File: config.mk
export PLATFORM = sky130hd
export DESIGN_NAME = fsm_div
export DESIGN_NICKNAME = d
export VERILOG_FILES = /design/src/rtl/fsm_div.sv
export SDC_FILE = /design/constraint.sdc
export NUM_CORES = 1
export LEC_CHECK = 0
export CAP_MARGIN = 20
export CORE_MARGIN = 8
export CORE_UTILIZATION = 58
export DETAILED_ROUTE_END_ITERATION = 10
export PLACE_DENSITY_LB_ADDON = 0.05
export SETUP_SLACK_MARGIN = 0.4
export SLEW_MARGIN = 40
export SYNTH_ARGS = -nofsm -noshare
export SYNTH_HDL_FRONTEND = slang
export SYNTH_SLANG_ARGS = --single-unit
File: constraint.sdc
create_clock -name clk -period 2.66 [get_ports clk]
set_clock_uncertainty 0.2 [all_clocks]
set_input_delay 0.798 -clock clk [delete_from_list [all_inputs] [get_ports clk]]
set_output_delay 0.798 -clock clk [all_outputs]
set_load 0.02 [all_outputs]
File: src/rtl/fsm_div.sv
// ---------------------------------------------------------------------------
// fsm_div : sequential R = a / b - c - d
//
// Four unsigned operands (a, b, c, d) arrive one per valid_in strobe on d_in.
// The block divides a by b using restoring division, one quotient bit per
// cycle, and then subtracts c and d. The signed result or a zero-operand
// error (a==0 or b==0) is reported with a one-cycle valid_out pulse.
//
// Ports:
//   clk        in   rising-edge clock
//   reset      in   asynchronous active-low reset
//   valid_in   in   operand strobe, d_in captured on each edge where it is 1
//   d_in       in   [DATA_W-1:0] operand bus, order a, b, c, d (unsigned)
//   valid_out  out  one-cycle pulse: d_out / error_out valid from here on
//   d_out      out  [DATA_W-1:0] result, two's complement
//   error_out  out  1 = a==0 or b==0 (d_out forced to 0)
//   dbg_state  out  [2:0] current FSM state, for observation only
//
// Handshake: there is no back-pressure. valid_in is honoured only in IDLE,
// GET_B, GET_C and GET_D and ignored in every other state (nothing queued).
// valid_out is high for exactly the one cycle spent in DONE; d_out and
// error_out then hold until the next DONE or reset.
//
// Optional feature, macro FSM_DIV_SAT_EN: when defined, the result is
// saturated to the signed DATA_W range instead of wrapping.
//
// Latency: valid_out rises DATA_W+3 edges after the edge capturing d. DIV
// spends one load cycle (copy a into the working dividend, clear the partial
// remainder) followed by DATA_W iteration cycles.
// ---------------------------------------------------------------------------
module fsm_div #(
   parameter int DATA_W = 4
) (
   input  logic              clk,
   input  logic              reset,
   input  logic              valid_in,
   input  logic [DATA_W-1:0] d_in,
   output logic              valid_out,
   output logic [DATA_W-1:0] d_out,
   output logic              error_out,
   output logic [2:0]        dbg_state
);

   localparam int CNT_W = $clog2(DATA_W + 1);
   localparam int ACC_W = DATA_W + 2;

   typedef enum logic [2:0] {
      IDLE  = 3'd0,
      GET_B = 3'd1,
      GET_C = 3'd2,
      GET_D = 3'd3,
      DIV   = 3'd4,
      SUB_C = 3'd5,
      SUB_D = 3'd6,
      DONE  = 3'd7
   } state_t;

   state_t            state;
   logic [DATA_W-1:0] a_q, b_q, c_q, d_q;
   logic [DATA_W-1:0] quo_q;      // shifting dividend, becomes the quotient
   logic [DATA_W-1:0] rem_q;      // partial remainder, always < b
   logic [CNT_W-1:0]  cnt_q;
   logic              err_q;
   logic [ACC_W-1:0]  acc_q;      // signed accumulator, cannot overflow
   logic              valid_out_q;
   logic [DATA_W-1:0] d_out_q;
   logic              error_out_q;

   // Combinational next values for one division step and the final result.
   logic [DATA_W:0]   trial_d;
   logic [DATA_W:0]   trial_sub_d;
   logic              quo_bit_d;
   logic [DATA_W-1:0] rem_d;
   logic [ACC_W-1:0]  acc_fin_d;
   logic [DATA_W-1:0] res_d;

   always_comb begin
      trial_d     = {rem_q, quo_q[DATA_W-1]};
      trial_sub_d = trial_d - {1'b0, b_q};
      quo_bit_d   = (trial_d >= {1'b0, b_q});
      rem_d       = quo_bit_d ? trial_sub_d[DATA_W-1:0] : trial_d[DATA_W-1:0];
      acc_fin_d   = acc_q - {2'b00, d_q};
`ifdef FSM_DIV_SAT_EN
      // In range exactly when the three top bits agree (sign extension).
      if ((acc_fin_d[ACC_W-1:DATA_W-1] == 3'b000) ||
          (acc_fin_d[ACC_W-1:DATA_W-1] == 3'b111)) begin
         res_d = acc_fin_d[DATA_W-1:0];
      end else if (acc_fin_d[ACC_W-1]) begin
         res_d = {1'b1, {(DATA_W-1){1'b0}}};
      end else begin
         res_d = {1'b0, {(DATA_W-1){1'b1}}};
      end
`else
      res_d = acc_fin_d[DATA_W-1:0];
`endif
   end

   always_ff @(posedge clk or negedge reset) begin
      if (!reset) begin
         state       <= IDLE;
         a_q         <= '0;
         b_q         <= '0;
         c_q         <= '0;
         d_q         <= '0;
         quo_q       <= '0;
         rem_q       <= '0;
         cnt_q       <= '0;
         err_q       <= 1'b0;
         acc_q       <= '0;
         valid_out_q <= 1'b0;
         d_out_q     <= '0;
         error_out_q <= 1'b0;
      end else begin
         valid_out_q <= 1'b0;
         case (state)
            IDLE: if (valid_in) begin
               a_q         <= d_in;
               error_out_q <= 1'b0;
               state       <= GET_B;
            end
            GET_B: if (valid_in) begin
               b_q   <= d_in;
               state <= GET_C;
            end
            GET_C: if (valid_in) begin
               c_q   <= d_in;
               state <= GET_D;
            end
            GET_D: if (valid_in) begin
               d_q   <= d_in;
               err_q <= (a_q == '0) || (b_q == '0);
               cnt_q <= '0;
               state <= DIV;
            end
            DIV: begin
               if (cnt_q == '0) begin
                  quo_q <= a_q;
                  rem_q <= '0;
               end else begin
                  quo_q <= {quo_q[DATA_W-2:0], quo_bit_d};
                  rem_q <= rem_d;
               end
               if (cnt_q == CNT_W'(DATA_W)) begin
                  cnt_q <= '0;
                  state <= SUB_C;
               end else begin
                  cnt_q <= cnt_q + 1'b1;
               end
            end
            SUB_C: begin
               // On error the quotient counts as zero.
               acc_q <= (err_q ? {ACC_W{1'b0}} : {2'b00, quo_q}) - {2'b00, c_q};
               state <= SUB_D;
            end
            SUB_D: begin
               acc_q       <= acc_fin_d;
               d_out_q     <= err_q ? '0 : res_d;
               error_out_q <= err_q;
               valid_out_q <= 1'b1;
               state       <= DONE;
            end
            DONE: state <= IDLE;
            default: state <= IDLE;
         endcase
      end
   end

   assign valid_out = valid_out_q;
   assign d_out     = d_out_q;
   assign error_out = error_out_q;
   assign dbg_state = state;

endmodule

==> impl_results.md <==
* Top_reg_cell synth: dfrtp_1
* Worst-Margin Slew at 0.527 ns
* Hold EP: d_out[0]
* Post-Syn Nets at 238
* Tot GR Track Use at 15.9%
* Required @ worst endpoint at 2.65 ns
* Via count at 1613
* Max Fanout on Critical Path at 8
* Die Ht at 77.9 µm
* Longest Clk Path Bufs at 2
* Crit end category: register
* Starting DRT DRC Count at 71
* Leak at 1.22 nW
* Synth area leader: dfrtp_1
* Initial core utilization at 60.7%
* Cell Pwr Density at 1360 nW/µm²
* Top-count cell post-synth: dfrtp_1
* Dpl hpwl at 3390 µm
* Yosys warnings at 0
* Clk sinks at 41
* Flop2flop setup slack at 0.53 ns
* #FFs+latches synth at 41
* Critical Path Start: valid_in
* Status: complete, no violations
* Crit path kind: primary input to register
* Reg-to-Reg Start: err_q
* IO Port Bufs at 15
* Total global routing overflow at 0
* Layout cells sized above 1 at 16.5%
* Area of placed instances at 2420 µm²
* Final worst path period share at 81.6%
* WL final at 4520 µm
* Slew margin rel. at 64.9%
* Fin crit period at 2.17 ns
* Reg2reg end: acc_q[3]
* Count of cell types in the netlist at 40
* RSZ-0062 raised after global routing: false
* Fmax at 0.461 GHz
* First-pass GRT wire length at 7860 µm
* Clock transition at the registers of the reported paths at 0.08 ns
* Clock root buffer: clkbuf_8
* Final-report hold violation count at 0
* Vias in the first global route at 1644
* Setup TNS at 0 ns
* Min-delay src: d_out[0]
* Largest net degree at the start of global routing at 42
* Core area at 3660 µm²
* EDFF count, synth at 0
* Worst path arrival time at 2.16 ns
* Seq/Total Area, Yosys at 46.2%
* Cell Area, Synth at 2220 µm²
* DIE AREA at 6070 µm²
* Post-CTS setup buffer count at 0
* Initial antenna violation count at 0
* Total power at 3.48 mW
* FF-to-FF path depth at 7
* Ports at 16
* Hold Crit Depth at 2
* DRT Pass-1 Iters at 4
* Hold_buf cts at 0
* # nets final at 258
* Area growth from synthesis to layout at 15.3%
* DRC Markers at 0
* Worst vdd ir at 602 µV
* Hold Path Class: register to register
* Total CTS buffers at 5
* Core Rows at 22
* Synth cell count leaders: dfrtp_1 (41), nand2_1 (32), o21ai_0 (19)
* Final slew viol count at 0
* Post-route ant nets at 0
* Top cells by area, synth: dfrtp_1 (46%), mux2_2 (7.1%), ha_1 (6.8%)
* Vias per Instance at 5.66
* Syn Inst Count at 216
* Clock Latency Late Sink at 0.30 ns
* Design area at 2560 µm²
* Setup violations, final at 0
* Synth top area share at 46.2%
* Ant diodes at 0
* DR WL/cell at 15.9 µm
* TritonCTS clock tree: built
* Worst setup SP type: primary input
* Max-Cap Viols at 0
* Die W at 77.9 µm
* GP Congestion at 0.862
* Mapped Avg Cell Area at 10.3 µm²
* Async SR Flop Fraction at 100%
* Finished Core Util at 69.9%
* Hold Slack at 0.283 ns
* H-tree Lvls at 2
## layer usage
layer	share of wire [%]	routed length (µm)	global-route usage (%)	vias up
met2	49	2210	26.6	40
met3	4.1	187	4.15	6
met4	1.1	48	3.96	0
li1	-	-	-	780
met5	0	0	0	-
met1	46	2080	19.9	787
## stage by stage
stage          worst slack (ns)  instances
2_1_floorplan             0.739        216
4_1_cts                   0.400        285
3_3_place_gp              0.135        277
3_5_place_dp              0.109        277
5_1_grt                   0.420        285
6_report                  0.490        285
## logic make-up (layout without fill, tap and decap cells)
kind of cell    Yosys count  in the layout  synth area share (%)
simple gates             61             61                  14.1
compound gates           47             47                  12.6
flops                    41             41                  46.2
buf+inv                  24             45                  4.79
mux                      18             18                  8.90
fa+ha+maj                15             15                  9.46
xor+xnor                 10             10                  3.94
## flip-flops by register name, summed over array words and instances, names as in the netlist, 3 cells and up
| signal | flops |
|---|---|
| a_q | 4 |
| acc_q | 4 |
| b_q | 4 |
| c_q | 4 |
| d_out | 4 |
| d_q | 4 |
| quo_q | 4 |
| rem_q | 4 |
| cnt_q | 3 |
| dbg_state | 3 |
## cell usage in the layout, fill, tap and decap left out, types with 4 or more instances in the layout
cell type        count
dfrtp_1             40
nand2_1             32
o21ai_0             19
inv_1               16
mux2_2              14
ha_1                12
xnor2_1              8
nor2_1               6
a21oi_1              6
clkbuf_8             6
dlygate4sd2_1        6
buf_4                6
nand2b_1             5
o22ai_1              5
clkdlybuf4s50_1      5
a31oi_1              4
mux2i_1              4
## layout make-up
cell class	count	area, µm²
multi-input cells	151	1110
fillers	275	1100
flip-flops and latches	41	1030
clock buffers	7	86.3
repair buffers	21	190
clock inverters	1	30.0
inverters	16	60.1
well taps	48	60.1
## where the power goes
group / internal, mW / total, mW / switching [mW]
Sequential: 0.905 / 1.11 / 0.201
Combinational: 0.851 / 1.84 / 0.989
Clock: 0.306 / 0.531 / 0.225
Total: 2.06 / 3.48 / 1.41
## worst max-delay path: stages
cell	delay [ns]
clkdlybuf4s50_1	0.56
nand2b_4	0.10
or2_4	0.30
and2_4	0.18
a22o_1	0.22
## worst max path at each step
stage                    to  slack (ns)
2_1_floorplan      acc_q[3]        0.74
4_1_cts        dbg_state[0]        0.40
3_5_place_dp       cnt_q[0]        0.11
3_3_place_gp       cnt_q[0]        0.13
5_1_grt            rem_q[1]        0.42
6_report           cnt_q[0]        0.49
## what timing repair did
| item | in CTS | in global routing |
|---|---|---|
| pin swaps | 0 | 0 |
| endpoints found under the setup margin | 7 | 11 |
| resized for setup | 7 | 7 |
| cloned | 0 | 0 |
Power figures use the tool's default switching activity.
